**config.mk**
```make
export PLATFORM = sky130hd
export DESIGN_NAME = rtc_calendar_core
export DESIGN_NICKNAME = d
export VERILOG_FILES = /design/src/rtl/rtc_pkg.sv /design/src/rtl/tick_divider.sv /design/src/rtl/rtc_calendar_core.sv
export SDC_FILE = /design/constraint.sdc
export NUM_CORES = 1
export LEC_CHECK = 0
export CORE_MARGIN = 3
export CORE_UTILIZATION = 40
export DETAILED_ROUTE_END_ITERATION = 12
export PLACE_DENSITY = 0.58
export SYNTH_ARGS = -nofsm -noshare
export SYNTH_HDL_FRONTEND = slang
export SYNTH_HIERARCHICAL = 1
export SYNTH_SLANG_ARGS = --single-unit
export TNS_END_PERCENT = 30
```
**constraint.sdc**
```tcl
create_clock -name built_in_clk -period 7.8 [get_ports built_in_clk]
set_clock_uncertainty 0.05 [all_clocks]
set_input_delay 0.78 -clock built_in_clk [delete_from_list [all_inputs] [get_ports built_in_clk]]
set_output_delay 0.78 -clock built_in_clk [all_outputs]
set_load 0.01 [all_outputs]
```
**src/rtl/rtc_pkg.sv**
```systemverilog
// ---------------------------------------------------------------------------
// rtc_pkg
// Shared definitions for the RTC calendar core: field-select encodings for
// the write port, field widths, and the calendar helper functions used both
// to validate day writes and to find the end of a month when counting.
// ---------------------------------------------------------------------------
package rtc_pkg;

    typedef enum logic [2:0] {
        SEL_SEC   = 3'd0,
        SEL_MIN   = 3'd1,
        SEL_HOUR  = 3'd2,
        SEL_DAY   = 3'd3,
        SEL_MONTH = 3'd4,
        SEL_YEAR  = 3'd5
    } field_sel_e;

    localparam int SEC_W   = 6;
    localparam int MIN_W   = 6;
    localparam int HOUR_W  = 5;
    localparam int DAY_W   = 5;
    localparam int MONTH_W = 4;
    localparam int YEAR_W  = 14;
    localparam int SET_W   = 14;

    // Gregorian rule; year 0 counts as a leap year since 0 % 400 == 0.
    function automatic logic is_leap(input logic [YEAR_W-1:0] y);
        return ((y % 14'd4) == 14'd0) &&
               (((y % 14'd100) != 14'd0) || ((y % 14'd400) == 14'd0));
    endfunction

    function automatic logic [DAY_W-1:0] days_in_month(input logic [MONTH_W-1:0] m,
                                                       input logic [YEAR_W-1:0]  y);
        logic [DAY_W-1:0] len;
        case (m)
            4'd4, 4'd6, 4'd9, 4'd11: len = 5'd30;
            4'd2:                    len = is_leap(y) ? 5'd29 : 5'd28;
            default:                 len = 5'd31;
        endcase
        return len;
    endfunction

endpackage

```
**src/rtl/tick_divider.sv**
```systemverilog
// ---------------------------------------------------------------------------
// tick_divider
// Divides the board clock down to a one-second pulse.
//   clk    : board clock (rising edge)
//   rst_n  : asynchronous active-low reset, clears the count
//   run_en : high lets the count advance; low freezes it in place
//   tick   : high during the cycle the count sits at TICK_DIV-1 while enabled
// ---------------------------------------------------------------------------
module tick_divider #(
    parameter int TICK_DIV = 50_000_000
) (
    input  logic clk,
    input  logic rst_n,
    input  logic run_en,
    output logic tick
);

    localparam int CNT_W = (TICK_DIV > 2) ? $clog2(TICK_DIV) : 1;
    localparam logic [CNT_W-1:0] LAST = CNT_W'(TICK_DIV - 1);

    logic [CNT_W-1:0] count_q;
    logic [CNT_W-1:0] count_d;

    always_comb begin
        count_d = count_q;
        tick    = 1'b0;
        if (run_en) begin
            if (count_q == LAST) begin
                count_d = '0;
                tick    = 1'b1;
            end else begin
                count_d = count_q + CNT_W'(1);
            end
        end
    end

    always_ff @(posedge clk or negedge rst_n) begin
        if (!rst_n) begin
            count_q <= '0;
        end else begin
            count_q <= count_d;
        end
    end

endmodule

```
**src/rtl/rtc_calendar_core.sv**
```systemverilog
// ---------------------------------------------------------------------------
// rtc_calendar_core
// Real-time clock with a full date calendar (leap years included) and a
// single-field write port.
//   built_in_clk, glob_rst_n : clock, asynchronous active-low reset
//   run_en                   : enables timekeeping; writes work regardless
//   mode_12h                 : 12-hour rendering on hour_disp only
//   set_valid/set_sel/set_val: one-cycle field write request
//   set_ack / set_err        : one-cycle result pulse the cycle after a write
//   tick_1hz                 : one-cycle pulse per second boundary
//   sec/min/hour/day/month/year, hour_disp, pm : current time and date
// ---------------------------------------------------------------------------
module rtc_calendar_core
    import rtc_pkg::*;
#(
    parameter int TICK_DIV = 50_000_000,
    parameter int YEAR_RST = 2000
) (
    input  logic               built_in_clk,
    input  logic               glob_rst_n,
    input  logic               run_en,
    input  logic               mode_12h,
    input  logic               set_valid,
    input  logic [2:0]         set_sel,
    input  logic [SET_W-1:0]   set_val,
    output logic               set_ack,
    output logic               set_err,
    output logic               tick_1hz,
    output logic [SEC_W-1:0]   sec,
    output logic [MIN_W-1:0]   min,
    output logic [HOUR_W-1:0]  hour,
    output logic [HOUR_W-1:0]  hour_disp,
    output logic               pm,
    output logic [DAY_W-1:0]   day,
    output logic [MONTH_W-1:0] month,
    output logic [YEAR_W-1:0]  year
);

    localparam logic [YEAR_W-1:0] YEAR_INIT = YEAR_W'(YEAR_RST);

    logic [SEC_W-1:0]   sec_q,   sec_d;
    logic [MIN_W-1:0]   min_q,   min_d;
    logic [HOUR_W-1:0]  hour_q,  hour_d;
    logic [DAY_W-1:0]   day_q,   day_d;
    logic [MONTH_W-1:0] month_q, month_d;
    logic [YEAR_W-1:0]  year_q,  year_d;
    logic               pending_q, pending_d;
    logic               ack_q, ack_d;
    logic               err_q, err_d;

    logic               tick;
    logic               write_ok;
    logic [DAY_W-1:0]   cur_len;
    logic [DAY_W-1:0]   new_len;

    tick_divider #(
        .TICK_DIV (TICK_DIV)
    ) u_tick_divider (
        .clk    (built_in_clk),
        .rst_n  (glob_rst_n),
        .run_en (run_en),
        .tick   (tick)
    );

    // Decide whether the requested write is in range. Day limits depend on
    // the month/year as they stand before this write.
    always_comb begin
        cur_len  = days_in_month(month_q, year_q);
        write_ok = 1'b0;
        case (set_sel)
            SEL_SEC:   write_ok = (set_val < 14'd60);
            SEL_MIN:   write_ok = (set_val < 14'd60);
            SEL_HOUR:  write_ok = (set_val < 14'd24);
            SEL_DAY:   write_ok = (set_val >= 14'd1) && (set_val <= {9'd0, cur_len});
            SEL_MONTH: write_ok = (set_val >= 14'd1) && (set_val <= 14'd12);
            SEL_YEAR:  write_ok = (set_val <= 14'd9999);
            default:   write_ok = 1'b0;
        endcase
    end

    // Next-state calendar. A write always wins the cycle; a tick landing on
    // the same cycle is parked in the pending flag and applied on the next
    // write-free cycle (even with run_en low) so no second is ever dropped.
    always_comb begin
        sec_d     = sec_q;
        min_d     = min_q;
        hour_d    = hour_q;
        day_d     = day_q;
        month_d   = month_q;
        year_d    = year_q;
        pending_d = pending_q;
        ack_d     = 1'b0;
        err_d     = 1'b0;
        new_len   = cur_len;

        if (set_valid) begin
            ack_d = write_ok;
            err_d = !write_ok;
            if (tick) begin
                pending_d = 1'b1;
            end
            if (write_ok) begin
                case (set_sel)
                    SEL_SEC:  sec_d  = set_val[SEC_W-1:0];
                    SEL_MIN:  min_d  = set_val[MIN_W-1:0];
                    SEL_HOUR: hour_d = set_val[HOUR_W-1:0];
                    SEL_DAY:  day_d  = set_val[DAY_W-1:0];
                    SEL_MONTH: begin
                        month_d = set_val[MONTH_W-1:0];
                        new_len = days_in_month(set_val[MONTH_W-1:0], year_q);
                        if (day_q > new_len) begin
                            day_d = new_len;
                        end
                    end
                    SEL_YEAR: begin
                        year_d  = set_val;
                        new_len = days_in_month(month_q, set_val);
                        if (day_q > new_len) begin
                            day_d = new_len;
                        end
                    end
                    default: ;
                endcase
            end
        end else if (tick || pending_q) begin
            pending_d = 1'b0;
            // Full ripple carry evaluated combinationally so the whole
            // second-to-year rollover lands on one edge.
            if (sec_q == 6'd59) begin
                sec_d = '0;
                if (min_q == 6'd59) begin
                    min_d = '0;
                    if (hour_q == 5'd23) begin
                        hour_d = '0;
                        if (day_q >= cur_len) begin
                            day_d = 5'd1;
                            if (month_q == 4'd12) begin
                                month_d = 4'd1;
                                year_d  = (year_q == 14'd9999) ? '0 : year_q + 14'd1;
                            end else begin
                                month_d = month_q + 4'd1;
                            end
                        end else begin
                            day_d = day_q + 5'd1;
                        end
                    end else begin
                        hour_d = hour_q + 5'd1;
                    end
                end else begin
                    min_d = min_q + 6'd1;
                end
            end else begin
                sec_d = sec_q + 6'd1;
            end
        end
    end

    always_ff @(posedge built_in_clk or negedge glob_rst_n) begin
        if (!glob_rst_n) begin
            sec_q     <= '0;
            min_q     <= '0;
            hour_q    <= '0;
            day_q     <= 5'd1;
            month_q   <= 4'd1;
            year_q    <= YEAR_INIT;
            pending_q <= 1'b0;
            ack_q     <= 1'b0;
            err_q     <= 1'b0;
        end else begin
            sec_q     <= sec_d;
            min_q     <= min_d;
            hour_q    <= hour_d;
            day_q     <= day_d;
            month_q   <= month_d;
            year_q    <= year_d;
            pending_q <= pending_d;
            ack_q     <= ack_d;
            err_q     <= err_d;
        end
    end

    // 12-hour view: midnight hour shows as 12, afternoon hours fold to 1-11.
    always_comb begin
        hour_disp = hour_q;
        if (mode_12h) begin
            if (hour_q == 5'd0) begin
                hour_disp = 5'd12;
            end else if (hour_q > 5'd12) begin
                hour_disp = hour_q - 5'd12;
            end
        end
    end

    assign pm       = (hour_q >= 5'd12);
    assign sec      = sec_q;
    assign min      = min_q;
    assign hour     = hour_q;
    assign day      = day_q;
    assign month    = month_q;
    assign year     = year_q;
    assign set_ack  = ack_q;
    assign set_err  = err_q;
    assign tick_1hz = tick;

endmodule

```
==> results.cfg, run 1 <==
[run_status]
status = finished, final reports clean

[yosys]
netlist_instances = 968
syn-num-nets = 1013
synth_common_cells = 97 x o21ai_0, 81 x nor2_1, 79 x nand2_1, 72 x a21oi_1, 61 x dfrtp_1
synth_async_sr_flop_share_pct = 100
ys_types = 116
synth_area_leaders = dfrtp_1 20%, o21ai_0 6.5%, a21oi_1 4.8%
synth_edf_count = 0
yosysTopAreaCellShare_pct = 20.4
yosysSeqAreaShare_pct = 23.3
synth_warnings = 6
synth_top_area_cell = dfrtp_1
syn-cell-area_um2 = 7470
synth_flop_cell = dfrtp_1
yosysMostFrequentCell = o21ai_0
ys_seq_elements = 69
synth_area_per_cell_um2 = 7.71

[sta]
maxSlewViolCount = 0
setup_viol = 0
maxSlewHeadroom_pct = 35.9
fin_hold_ws_ps = 452
hold_violations = 0
period_share_pct = 95.6
max_clock_freq_mhz = 134
fin_crit_ps = 7460
worstMarginPinSlew_ps = 952

[pwr]
leakage_nw = 3.50
peakVddDrop_mv = 0.127
power.density_nw_per_um2 = 181

[floorplanning]
die_w_um = 143
fp.dieH_um = 143
start_util_pct = 41.1
coreArea_um2 = 18100
row_count = 49
top_level_ports = 71
fp.dieArea_um2 = 20300

[grt]
track_usage_pct = 20.5
grt_max_degree = 70
grt_pass1_wl_mm = 35.1
antenna_found_initial = 0
gr-total-overflow = 0
grt_pass1_vias = 6968

[routing]
drc = 0
drt_iter0_markers = 492
drt_first_pass_iters = 5
wl_per_cell_um = 17.0
wl_mm = 22.0
via_per_inst = 6.03
route.vias.total = 7785
ant_nets = 0

[cts]
hold_buffers = 0
cts.sinks = 69
cts_tree = built
cts.clk_slew.worst_paths_ps = 60
clock_latency_ps = 340
cts_buffers = 9
h-tree-depth = 3
clock_path_buffers = 2
cts_root_buf = clkbuf_16

[worst_setup_path]
worstReg2RegStart = year[8]
endpoint_kind = register
crit_slowest_cell = dfstp_2
slowest_delay_ps = 600
worst-path-max-fanout = 8
criticalPathCategory = reg -> reg
arrival_ps = 7630
crit_required_ps = 7970
cp_common_cell = a21oi_1
startpoint = year[8]
worstSetupStartpointType = register

[cells_and_area]
n_antenna_cell = 0
area_growth_pct = 22.3
finalNetCount = 1101
drive_above_1_share_pct = 18.2
postLayoutCoreUtil_pct = 50.3

[placement]
portBuffers = 70
hpwl_mm = 15.3
gp_congestion = 0.910

[hold_path]
min_path_type = reg -> reg
min_from = u_tick_divider/count_q[24]

[flow_run]
maxCapViolCount = 0
-- kinds of logic after synthesis --
| logic type | count (synthesis) | synth area share [%] |
|---|---|---|
| AOI/OAI and AO/OA | 372 | 35.3 |
| muxes | 10 | 1.44 |
| and+or+nand+nor | 359 | 25.8 |
| buffers and inverters | 101 | 6.17 |
| adders and majority gates | 25 | 4.12 |
| DFF | 69 | 23.3 |
| xor gates and xnor gates | 32 | 3.96 |
-- layout make-up --
type,count,area [um2]
fillers,1718,9010
repair buffers,136,1210
clock buffers,10,229
inverters,40,154
flip-flops and latches,69,1740
multi-input cells,800,5480
well taps,229,287
clock inverters,6,40.0
-- worst paths after layout --
path	to	slack [ps]	cells past startpoint
worst max-delay path	year[3]	340	37
worst max register to register	year[3]	340	37
min in group asynchronous	year[13]	550	1
max in group asynchronous	year[11]	6520	1
worst min-delay path	u_tick_divider/count_q[24]	450	1
worst min register to register	u_tick_divider/count_q[24]	450	1
-- repair_timing --
| action | in CTS | in global routing |
|---|---|---|
| cloned | 0 | 2 |
| buffers inserted | 2 | 27 |
| endpoints found under the setup margin | 9 | 39 |
| gates resized for setup | 2 | 50 |
| pin swaps | 1 | 31 |
-- per-stage QoR --
| step | setup WS, ps | instances | power, W | TNS, ps | cell area, um2 |
|---|---|---|---|---|---|
| final | 340 | 1290 | 0.00165 | 0 | 9130 |
| after global routing | -121 | 1290 | 0.00177 | -1040 | 9130 |
| after CTS | 63.6 | 1261 | 0.00161 | 0 | 8720 |
| after detailed placement | -53.5 | 1243 | 0.00122 | -198 | 8430 |
| after global placement | 93.0 | 1243 | 0.00123 | 0 | 8430 |
| after floorplan | 336 | 968 | 0.000994 | 0 | 7470 |
-- state kept, by name, indices dropped and copies added (netlist names) --
name and flops:
u_tick_divider/count_q 26, year 14, min 6, sec 6, day 5, hour 5
month 4, pending_q 1, set_ack 1, set_err 1
-- per-layer routing --
| layer | routed length [um] | GRT usage (%) | vias up | part of all wire [%] |
|---|---|---|---|---|
| li1 | - | - | 3850 | - |
| met1 | 10300 | 29.5 | 3725 | 47 |
| met2 | 10500 | 32.7 | 188 | 48 |
| met3 | 870 | 2.65 | 22 | 4.0 |
| met4 | 286 | 5.05 | 0 | 1.3 |
| met5 | 0 | 0 | - | 0 |
-- critical path, delay by kind of cell, from the launching register on --
kind                     cells  cell delay (ps)
AO/OA/AOI/OAI               22             3980
adder cells (fa/ha/maj)      1              330
buffers and inverters        4              630
flip-flops                   1              600
AND/OR/NAND/NOR             10             1740
-- report_power, final --
group | internal [W] | switching [W]
logic | 0.000365 | 0.000428
registers | 0.000407 | 0.0000773
clock network | 0.000215 | 0.000161
total | 0.000987 | 0.000666
-- placed cells by master, fill, tap and decap left out, types with 7 or more instances in the layout --
cell type and count:
a21o_1 8, a21oi_1 68, a21oi_2 11, a22o_1 7, a31oi_1 20, and2_1 11
and3_1 14, buf_4 64, clkbuf_16 9, clkdlybuf4s50_1 67, dfrtp_1 59, dfstp_2 8
ha_1 22, inv_1 33, nand2_1 78, nand2b_1 12, nand3_1 37, nand4_1 9
nor2_1 79, nor2b_1 11, nor3_1 20, nor4_1 12, o211ai_1 14, o21a_1 10
o21ai_0 91, o21ai_1 10, o22ai_1 7, o31a_1 10, o31ai_1 12, or3_1 11
or4_1 9, xnor2_1 22, xor2_1 8
No activity file was read; power rests on OpenSTA's default activity.
==> run 2, diff against run 1 <==
--- a/config.mk
+++ b/config.mk
@@ -6,11 +6,10 @@
 export NUM_CORES = 1
 export LEC_CHECK = 0
 export CORE_MARGIN = 3
-export CORE_UTILIZATION = 40
+export CORE_UTILIZATION = 54
 export DETAILED_ROUTE_END_ITERATION = 12
-export PLACE_DENSITY = 0.58
+export PLACE_DENSITY = 0.76
 export SYNTH_ARGS = -nofsm -noshare
 export SYNTH_HDL_FRONTEND = slang
 export SYNTH_HIERARCHICAL = 1
 export SYNTH_SLANG_ARGS = --single-unit
-export TNS_END_PERCENT = 30
==> results.cfg, run 2 (synthesis results as in run 1) <==
[pwr]
intPower_w = 0.00107
share_comb_of_total_power_pct = 46.2
power.density_nw_per_um2 = 190
power_w = 0.00176
p_switching_w = 0.000686
peakVddDrop_mv = 0.142
p_sw_share_pct = 39.1
p_clk_share_pct = 26.1
seq_power_share_pct = 27.7
leakage_nw = 3.59

[floorplanning]
top_level_ports = 71
die_w_um = 124
row_count = 42
fp.dieH_um = 124
coreArea_um2 = 13400
fp.dieArea_um2 = 15300
start_util_pct = 55.7

[cts]
hold_buffers = 0
h-tree-depth = 3
cts_root_buf = clkbuf_16
cts.clk_slew.worst_paths_ps = 60
clock_latency_ps = 340
cts_tree = built
cts.sinks = 69
cts_buffers = 9
clock_path_buffers = 2

[sta]
hold_violations = 0
fin_ws_ps = 367
period_share_pct = 95.3
max_clock_freq_mhz = 135
worstMarginPinSlew_ps = 981
maxSlewViolCount = 0
maxSlewHeadroom_pct = 33.9
setup_viol = 0
fin_crit_ps = 7430

[worst_setup_path]
timing.rr.end = year[3]
worstReg2RegStart = year[10]
cp_common_cell = buf_4
r2r_setup_slack_ps = 370
slowest_delay_ps = 630
worstSetupStartpointType = register
worst-path-max-fanout = 8
endpoint_kind = register
crit_required_ps = 8030
criticalPathCategory = reg -> reg
reg2reg_depth = 37
arrival_ps = 7660
crit_slowest_cell = dfstp_2

[cells_and_area]
drive_above_1_share_pct = 19.6
layout_commonest_cell = o21ai_0
area_growth_pct = 23.6
stdcell_count = 1244
largest_reg_flops = 26
finalNetCount = 1108
n_antenna_cell = 0
regMostFlops = u_tick_divider/count_q
layout_common_cells = 94 x o21ai_0, 78 x nor2_1, 77 x nand2_1

[hold_path]
min_path_type = reg -> reg
min_path_cells = 1
min_from = u_tick_divider/count_q[9]
worstHoldEndpoint = u_tick_divider/count_q[9]

[routing]
drc = 0
wl_mm = 22.0
via_per_inst = 6.50
drt_iter0_markers = 770
drt_first_pass_iters = 6
wl_per_cell_um = 17.7
route.vias.total = 8083
ant_nets = 0

[run_status]
status = finished, final reports clean

[placement]
pre_cts_ws_ps = -56.4
hpwl_mm = 14.7
portBuffers = 70
dpl.cell_count = 1188
gp_congestion = 0.943

[grt]
track_usage_pct = 26.8
grt_max_degree = 70
grt_pass1_wl_mm = 33.7
gr-total-overflow = 0
grt_pass1_vias = 6956
antenna_found_initial = 0

[flow_run]
maxCapViolCount = 0
## run 2: cell count changes in the layout (fill, tap and decap cells not counted), sizes merged
| cell | delta |
|---|---|
| buf | +7 |
| inv | +3 |
| bufinv | +2 |
| a211o | -1 |
| clkinvlp | -1 |
| clkinv | -4 |
| clkdlybuf4s15 | +1 |
## run 2: per-stage QoR
| stage | hold WS [ps] | instance area (um2) | utilization (%) | setup TNS [ps] |
|---|---|---|---|---|
| 2_1_floorplan | 406 | 7470 | - | 0 |
| 3_3_place_gp | 429 | 8330 | 62.2 | 0 |
| 3_5_place_dp | 446 | 8330 | 62.2 | -183 |
| 4_1_cts | 455 | 8670 | 64.7 | 0 |
| 5_1_grt | 468 | 9230 | 68.9 | -1040 |
| 6_report | 457 | 9230 | 68.9 | 0 |
## run 2: worst max path at each step
stage | endpoint | start | cells past startpoint | slack [ps]
6_report | year[3] | year[10] | 37 | 370
3_5_place_dp | year[5] | year[8] | 36 | -60
3_3_place_gp | year[13] | year[11] | 38 | 200
2_1_floorplan | year[3] | year[8] | 38 | 340
5_1_grt | year[11] | year[9] | 40 | -150
4_1_cts | year[5] | year[8] | 36 | 10
## run 2: layer usage
metal | GRT usage (%) | wire length [um] | part of all wire, % | up-vias
met5 | 0 | 0 | 0 | -
met4 | 7.27 | 480 | 2.2 | 0
met3 | 4.27 | 1190 | 5.4 | 47
met2 | 43.6 | 10600 | 48 | 316
met1 | 37.0 | 9760 | 44 | 3861
li1 | - | - | - | 3859
## run 2: repair_timing
action	in CTS	in global routing
gates cloned	0	2
setup buffers	1	37
resized for setup	1	64
endpoints found under the setup margin	11	37
pin swaps	1	34
## run 2: final cells by class
type	count	area [um2]
fill	1093	4170
tap	176	220
clock inverter	6	93.8
multi-input combinational	799	5520
timing repair buffer	144	1260
inverter	40	150
clock buffer	10	239
sequential	69	1740
## run 2: worst max-delay path, delay by kind of cell, from the launching register on
family / cells / cell delay (ps)
AOI/OAI and AO/OA: 18 / 2830
xor gates and xnor gates: 1 / 220
adders and majority gates: 1 / 330
buffers and inverters: 5 / 850
DFF: 1 / 630
muxes: 1 / 250
and+or+nand+nor: 11 / 2220
## run 2: power groups by stage
stage | Combinational, W | Sequential [W] | Clock [W]
CTS | 0.000741 | 0.000486 | 0.000462
finish | 0.000812 | 0.000487 | 0.000458
detailed placement | 0.000732 | 0.000491 | 0
global placement | 0.000721 | 0.000490 | 0
floorplan | 0.000516 | 0.000478 | 0
global route | 0.000894 | 0.000495 | 0.000476
